==> src/rtl/sync_fifo_rr_ctrl.sv <==
// sync_fifo_rr_ctrl
// FIFO controller for an external single-clock RAM. NUM_REQ write requesters
// share the write port through a round-robin arbiter. A single consumer drains
// the head entry. The RAM read is combinational, so a word written in one
// cycle is visible at the head on the next cycle.
module sync_fifo_rr_ctrl #(
  parameter int DATA_SIZE = 32,
  parameter int ADDR_SIZE = 3,
  parameter int NUM_REQ   = 4,
  localparam int DEPTH    = 1 << ADDR_SIZE,
  localparam int ID_W     = $clog2(NUM_REQ)
) (
  input  logic                         clk,
  input  logic                         rst,
  input  logic [NUM_REQ-1:0]           req_valid,
  input  logic [NUM_REQ*DATA_SIZE-1:0] req_data,
  output logic [NUM_REQ-1:0]           req_ready,
  output logic                         mem_wen,
  output logic [ADDR_SIZE-1:0]         mem_waddr,
  output logic [DATA_SIZE-1:0]         mem_wdata,
  output logic [ADDR_SIZE-1:0]         mem_raddr,
  input  logic [DATA_SIZE-1:0]         mem_rdata,
  output logic                         out_valid,
  input  logic                         out_ready,
  output logic [DATA_SIZE-1:0]         out_data,
  output logic                         full,
  output logic                         empty,
  output logic [ADDR_SIZE:0]           count,
  output logic [ID_W-1:0]              grant_id
);

  // Pointers carry one extra wrap bit so that full and empty can be told apart.
  localparam int CNT_W = ADDR_SIZE + 1;

  typedef logic [CNT_W-1:0] ptr_t;
  typedef logic [ID_W-1:0]  id_t;

  ptr_t wr_ptr;
  ptr_t rd_ptr;
  id_t  rr_ptr;
  id_t  grant;
  id_t  next_rr;
  logic any_valid;
  logic wr_acc;
  logic rd_acc;

  // Round-robin search: the first valid requester at or after 'start', wrapping
  // at NUM_REQ. Walking the candidates from the farthest back to the nearest
  // means the nearest valid one is the last assignment made, so it wins.
  function automatic id_t rr_pick(input logic [NUM_REQ-1:0] valid, input id_t start);
    id_t pick;
    int  idx;
    pick = '0;
    for (int k = NUM_REQ - 1; k >= 0; k--) begin
      idx = int'(start) + k;
      if (idx >= NUM_REQ) idx = idx - NUM_REQ;
      if (valid[idx]) pick = id_t'(idx);
    end
    return pick;
  endfunction

  assign any_valid = |req_valid;
  assign grant     = rr_pick(req_valid, rr_ptr);
  assign next_rr   = (grant == id_t'(NUM_REQ - 1)) ? '0 : grant + id_t'(1);

  // Occupancy is the modular pointer distance. A distance of DEPTH is exactly
  // the case where the wrap bits differ and the low address bits match.
  assign count = wr_ptr - rd_ptr;
  assign empty = (wr_ptr == rd_ptr);
  assign full  = (count == ptr_t'(DEPTH));

  // While full, a write is refused even if a read frees a slot in the same
  // cycle. The freed space is seen on the next cycle. Reset blocks all writes.
  assign wr_acc = !rst && !full && any_valid;
  assign rd_acc = !empty && out_ready;

  assign mem_waddr = wr_ptr[ADDR_SIZE-1:0];
  assign mem_raddr = rd_ptr[ADDR_SIZE-1:0];
  assign out_valid = !empty;
  assign out_data  = mem_rdata;

  // Write-side handshake: one-hot ready for the granted requester, RAM write same cycle.
  always_comb begin
    // NOTE: every output gets a default before any branch so the block never infers a latch.
    req_ready = '0;
    grant_id  = '0;
    mem_wen   = 1'b0;
    mem_wdata = req_data[int'(grant) * DATA_SIZE +: DATA_SIZE];
    if (wr_acc) begin
      req_ready[grant] = 1'b1;
      grant_id         = grant;
      mem_wen          = 1'b1;
    end
  end

  // Pointer and round-robin state. Reset takes priority over any accept in the same cycle.
  always_ff @(posedge clk) begin
    // NOTE: sequential state uses non-blocking assignments so every flop samples pre-edge values.
    if (rst) begin
      wr_ptr <= '0;
      rd_ptr <= '0;
      rr_ptr <= '0;
    end else begin
      if (wr_acc) begin
        wr_ptr <= wr_ptr + ptr_t'(1);
        rr_ptr <= next_rr;
      end
      if (rd_acc) begin
        rd_ptr <= rd_ptr + ptr_t'(1);
      end
    end
  end

endmodule

==> config.mk <==
export PLATFORM = sky130hd
export DESIGN_NAME = sync_fifo_rr_ctrl
export DESIGN_NICKNAME = d
export VERILOG_FILES = /design/src/rtl/sync_fifo_rr_ctrl.sv
export SDC_FILE = /design/constraint.sdc
export NUM_CORES = 1
export LEC_CHECK = 0
export ABC_AREA = 1
export CORE_UTILIZATION = 30
export CTS_BUF_LIST = sky130_fd_sc_hd__clkbuf_4 sky130_fd_sc_hd__clkbuf_8 sky130_fd_sc_hd__clkbuf_16
export CTS_CLUSTER_SIZE = 30
export DETAILED_ROUTE_END_ITERATION = 12
export PLACE_DENSITY = 0.8
export SYNTH_ARGS = -nofsm -noshare
export SYNTH_HDL_FRONTEND = slang
export SYNTH_SLANG_ARGS = --single-unit
==> constraint.sdc <==
create_clock -name clk -period 1.8 [get_ports clk]
set_input_delay 0.27 -clock clk [delete_from_list [all_inputs] [get_ports clk]]
set_output_delay 0.27 -clock clk [all_outputs]
set_load 0.005 [all_outputs]
# ---- After elaboration in Yosys (flattened, before gate mapping)
# Cells that the tools add are included.
dict set report totals {
  reg_bits 10
  elab_cells 62
}
dict set report op_classes {
  n_addsub 11
  n_lt_le_gt_ge 10
  n_eq_ne 3
  shifts 1
  mux 26
  n_reduce_logical 8
}
# operator count
set ops {}
lappend ops {{32-bit by 4-bit < comparator with 1-bit output, second input constant} 4}
lappend ops {{32-bit two-way mux} 4}
lappend ops {{128-bit by 8-bit variable part select with 32-bit output} 1}
lappend ops {{2-bit two-way mux} 6}
lappend ops {{3-bit by 3-bit subtractor with 4-bit output, second input constant} 3}
lappend ops {{1-bit two-way mux} 10}
lappend ops {{3-bit >= comparator, second input constant} 3}
lappend ops {{4-bit by 1-bit adder with 4-bit output, second input constant} 2}
lappend ops {{1-bit binary-select mux with 2-bit select} 4}
lappend ops {{2-bit by 2-bit adder with 3-bit output, second input constant} 2}
lappend ops {{4-bit equality test} 1}
lappend ops {{4-bit equality test, second input constant} 1}
lappend ops {{1-bit logical AND} 4}
lappend ops {{4-bit two-way mux} 1}
lappend ops {{4-bit OR reduction} 1}
lappend ops {{2-bit by 3-bit subtractor with 4-bit output, second input constant} 1}
lappend ops {{4-bit subtractor} 1}
lappend ops {{2-bit by 1-bit adder with 3-bit output, second input constant} 1}
lappend ops {{2-bit by 3-bit >= comparator with 1-bit output, second input constant} 1}
lappend ops {{1-bit logical NOT} 3}
lappend ops {{2-bit by 3-bit < comparator with 1-bit output, second input constant} 1}
lappend ops {{2-bit by 1-bit adder with 2-bit output, second input constant} 1}
lappend ops {{1-bit demux with 2-bit select} 1}
lappend ops {{2-bit equality test, second input constant} 1}
lappend ops {{2-bit by 1-bit >= comparator with 1-bit output, second input constant} 1}

# ---- Depth between registers and ports, before layout
dict set report logic_depth {
  depth_word 15
  mapped_depth 15
}

# ---- Worst setup path after synthesis
# No wires, ideal clock.
dict set report synth_timing {
  path_type {flip-flop to output port}
  from {reg wr_ptr[0]}
  to {out grant_id[1]}
  arrival_time_ns 1.706
  required_ns 1.530
  setup_slack_ns -0.176
  stages_incl_launch_ff 10
  n_path_buf 1
  cell_sequence {dfxtp_1 inv_1 ha_1 inv_1 fa_1 nor3_1 nand2_1 nand2_1 buf_4 nor2_1}
}
dict set report synth_between {
  elab_chain_len 6
}
# element line
set synth_lines {}
lappend synth_lines {{from (decl)} 38} ;# ptr_t wr_ptr;
lappend synth_lines {{from (signal assigned)} 105} ;# wr_ptr <= wr_ptr + ptr_t'(1);
lappend synth_lines {{4-bit subtractor} 68} ;# assign count = wr_ptr - rd_ptr;
lappend synth_lines {{via count[1]} 28} ;# output logic [ADDR_SIZE:0] count,
lappend synth_lines {{4-bit equality test} 70} ;# assign full = (count == ptr_t'(DEPTH));
lappend synth_lines {{1-bit logical NOT} 74} ;# assign wr_acc = !rst && !full && any_valid;
lappend synth_lines {{1-bit logical AND (2 in a row)} 74}
lappend synth_lines {{2-bit two-way mux} 89} ;# if (wr_acc) begin
lappend synth_lines {{to (decl)} 29} ;# output logic [ID_W-1:0] grant_id
# The timed path passes the listed nets, and every way through them passes these cells.

# ---- Worst setup path in the final report
dict set report layout_timing {
  from {reg wr_ptr[0]}
  to {out req_ready[1]}
}
dict set report layout_between {
  elab_chain_len 6
}
# element line
set layout_lines {}
lappend layout_lines {{4-bit subtractor} 68}
lappend layout_lines {{4-bit equality test} 70}
lappend layout_lines {{1-bit logical NOT} 74}
lappend layout_lines {{1-bit logical AND (2 in a row)} 74}
lappend layout_lines {{4-bit two-way mux} 89}
lappend layout_lines {{to (decl)} 17} ;# output logic [NUM_REQ-1:0] req_ready,
# Every way passes these cells.

==> flow_metrics.py <==
metrics = {
    "status": {
        "status": "finished with violations",
        "violations": "setup timing",
    },
    "placed_design": {
        "dp_hpwl_um": 7990,
        "port_buffers": 186,
        "place_congestion": 0.823,
    },
    "grt": {
        "grt_pass1_vias": 4297,
        "grt_antenna_before_repair": 0,
        "grt_pass1_wl_um": 21800,
        "grt_start_max_net_pins": 21,
        "globalRouteOverflowTotal": 0,
        "track_usage_pct": 27.8,
    },
    "floorplanning": {
        "io_pins": 251,
        "die_w_um": 99.9,
        "core_um2": 9240,
        "initial_core_util_pct": 31.1,
        "die-height_um": 99.9,
        "num_rows": 35,
        "dieArea_um2": 9970,
    },
    "logic_synthesis": {
        "syn-num-nets": 729,
        "synth_cells": 552,
        "synth.cell_area_um2": 2870,
        "synth.distinct_cells": 26,
        "ys_seq_area_share_pct": 6.97,
        "synth_area_per_cell_um2": 5.20,
        "yosys_warnings": 0,
        "synth-seq-cells": 10,
    },
    "route": {
        "antenna_left": 0,
        "drc_errors": 0,
        "vias": 4344,
        "viasPerCell": 4.71,
        "dr.pass1.iters": 4,
        "routedWlPerCell_um": 15.7,
        "finalWirelength_um": 14400,
        "first_iter_violations": 145,
    },
    "final_layout": {
        "fin_nets": 972,
        "drive_above_1_share_pct": 38.5,
        "syn_to_final_growth_pct": 122,
        "postLayoutCoreUtil_pct": 68.9,
        "register_area_um2": 213,
        "final_cell_mix": "141 x inv_1, 137 x clkdlybuf4s50_1, 94 x nand3_1",
        "fill_cells": 685,
        "antenna_cells": 0,
        "final_common_cell": "inv_1",
        "multi_input_area_um2": 2190,
    },
    "power_and_ir_drop": {
        "vdd_drop_max_mv": 1.03,
        "p_per_area_nw_per_um2": 2190,
        "p_int_mw": 7.58,
        "p_switching_mw": 6.37,
        "pwr-share-clk_pct": 2.0,
        "p_sw_share_pct": 45.7,
        "fin_total_pwr_mw": 14.0,
        "pwr-share-seq_pct": 3.1,
        "pwr-share-comb_pct": 94.9,
        "p_leak_nw": 3.49,
    },
    "critical_path": {
        "crit_path_max_fanout": 4,
        "path_buf_inv": 5,
        "worst_setup_path_end_kind": "primary output",
        "critPathTopFamily": "adder cells",
        "startpoint_type": "flop",
        "slowest_delay_ps": 370,
        "crit_required_ps": 1530,
        "path_class": "flop to primary output",
        "path_cells": "inv_2, ha_4, inv_2, fa_2, xor2_2, nor3_2, nand2_1, nand2_2, buf_6, buf_6, nor2_2, buf_2",
        "critPathArrivalTime_ps": 2140,
        "slowest_stage": "fa_2",
    },
    "sta": {
        "slew_headroom_pct": 79.1,
        "max_freq_ghz": 0.414,
        "skew_ps": 4.75,
        "setup_ws_ps": -613,
        "fin_crit_ps": 2410,
        "fin_crit_sh_pct": 134,
        "setup-violations-final": 48,
        "rsz0062_at_grt": "true",
        "hold_viol": 0,
        "worstMarginPinSlew_ps": 309,
        "maxSlewViolCount": 0,
    },
    "clock_network": {
        "cts_buffer_depth": 2,
        "clk_pin_slew_ps": 50,
        "cts_buffers": 3,
        "cts_tree": "done",
        "htree_levels": 1,
        "cts_hold_buf": 0,
        "cts_root_buf": "clkbuf_8",
        "insertion_delay_ps": 240,
        "clock-sinks": 10,
    },
    "hold_path": {
        "hold_class": "flop to flop",
    },
    "run": {
        "drv_cap": 0,
    },
}
## timing repair
| action | in CTS | in global routing |
|---|---|---|
| gates cloned | 15 | 0 |
| buffers inserted | 50 | 22 |
| setup endpoints to repair | 51 | 50 |
| gates resized for setup | 320 | 58 |
| pin swaps | 49 | 26 |
## power by group through the flow
stage               logic [mW]  clock network (mW)  registers, mW
finish                    13.2               0.281          0.426
global route              14.2               0.310          0.434
CTS                       12.4               0.291          0.419
detailed placement        8.50                   0          0.378
global placement          8.44                   0          0.377
floorplan                 4.56                   0          0.369
## final timing paths
check | start | endpoint | slack, ps | depth (start not counted)
worst min-delay path | rd_ptr[2] | rd_ptr[2] | 490 | 2
worst max-delay path | wr_ptr[0] | req_ready[1] | -610 | 12
worst min register to register | rd_ptr[2] | rd_ptr[2] | 490 | 2
worst max register to register | wr_ptr[0] | rr_ptr[0] | -270 | 12
## cell type report
class                      count  share of cell area [%]
timing repair buffer         304                    49.4
multi-input combinational    320                    34.4
inverter                     156                    9.48
sequential                    10                    3.34
tap                          129                    2.54
clock buffer                   4                   0.865
## sequential cells by signal (all words and copies together), names as in the netlist
signal / cells
rd_ptr: 4
rr_ptr: 2
wr_ptr: 4
## Yosys cell counts
master     n  area, um^2
a21oi_1    7        35.0
a41oi_1    1        8.76
and2_1     1        6.26
and2_4     1        8.76
buf_2     10        50.1
buf_4     49         368
buf_6      8        90.1
dfxtp_1   10         200
fa_1       1        20.0
ha_1       9         113
inv_1    153         574
inv_2      3        11.3
nand2_1  124         465
nand2_2    2        12.5
nand3_1  143         716
nand3_2    3        30.0
nand4_1    1        6.26
nor2_1    10        37.5
nor2_2     2        12.5
nor2_8     1        20.0
nor3_1     1        5.00
o21ai_0    5        25.0
o21ai_1    1        5.00
o21ai_2    1        8.76
xnor2_1    2        17.5
xor2_1     3        26.3
## worst reg2reg max path: cells and delay by family (launching register included)
kind,cells,cell delay (ps)
and+or+nand+nor,4,520
xor gates and xnor gates,1,190
buffers and inverters,4,370
AOI/OAI and AO/OA,1,60
adders and majority gates,2,500
DFF,1,330
## metal layers
metal / vias to the layer above / global-route usage [%] / routed length (um)
met4: 0 / 14.5 / 745
met3: 76 / 6.34 / 1310
li1: 2109 / - / -
met1: 1938 / 31.8 / 5330
met5: - / 0 / 0
met2: 221 / 48.1 / 7060
## stage by stage
| step | hold WS, ps | std cells | setup slack [ps] | area [um^2] | setup TNS (ps) |
|---|---|---|---|---|---|
| 2_1_floorplan | 339 | 552 | -52.5 | 2940 | -284 |
| 3_3_place_gp | 524 | 843 | -858 | 4850 | -32730 |
| 3_5_place_dp | 520 | 843 | -886 | 4850 | -34150 |
| 4_1_cts | 484 | 911 | -705 | 6160 | -22050 |
| 5_1_grt | 518 | 923 | -705 | 6360 | -27960 |
| 6_report | 492 | 923 | -613 | 6360 | -23040 |
## kinds of logic (layout without fill, tap and decap cells)
| logic type | Yosys count | after routing | share of synthesized area (%) |
|---|---|---|---|
| fa+ha+maj | 10 | 10 | 4.62 |
| compound gates | 15 | 15 | 2.87 |
| buf+inv | 223 | 464 | 38.1 |
| simple gates | 289 | 290 | 45.9 |
| xor+xnor | 5 | 5 | 1.52 |
| flops | 10 | 10 | 6.97 |
No activity file was read; power rests on OpenSTA's default activity.
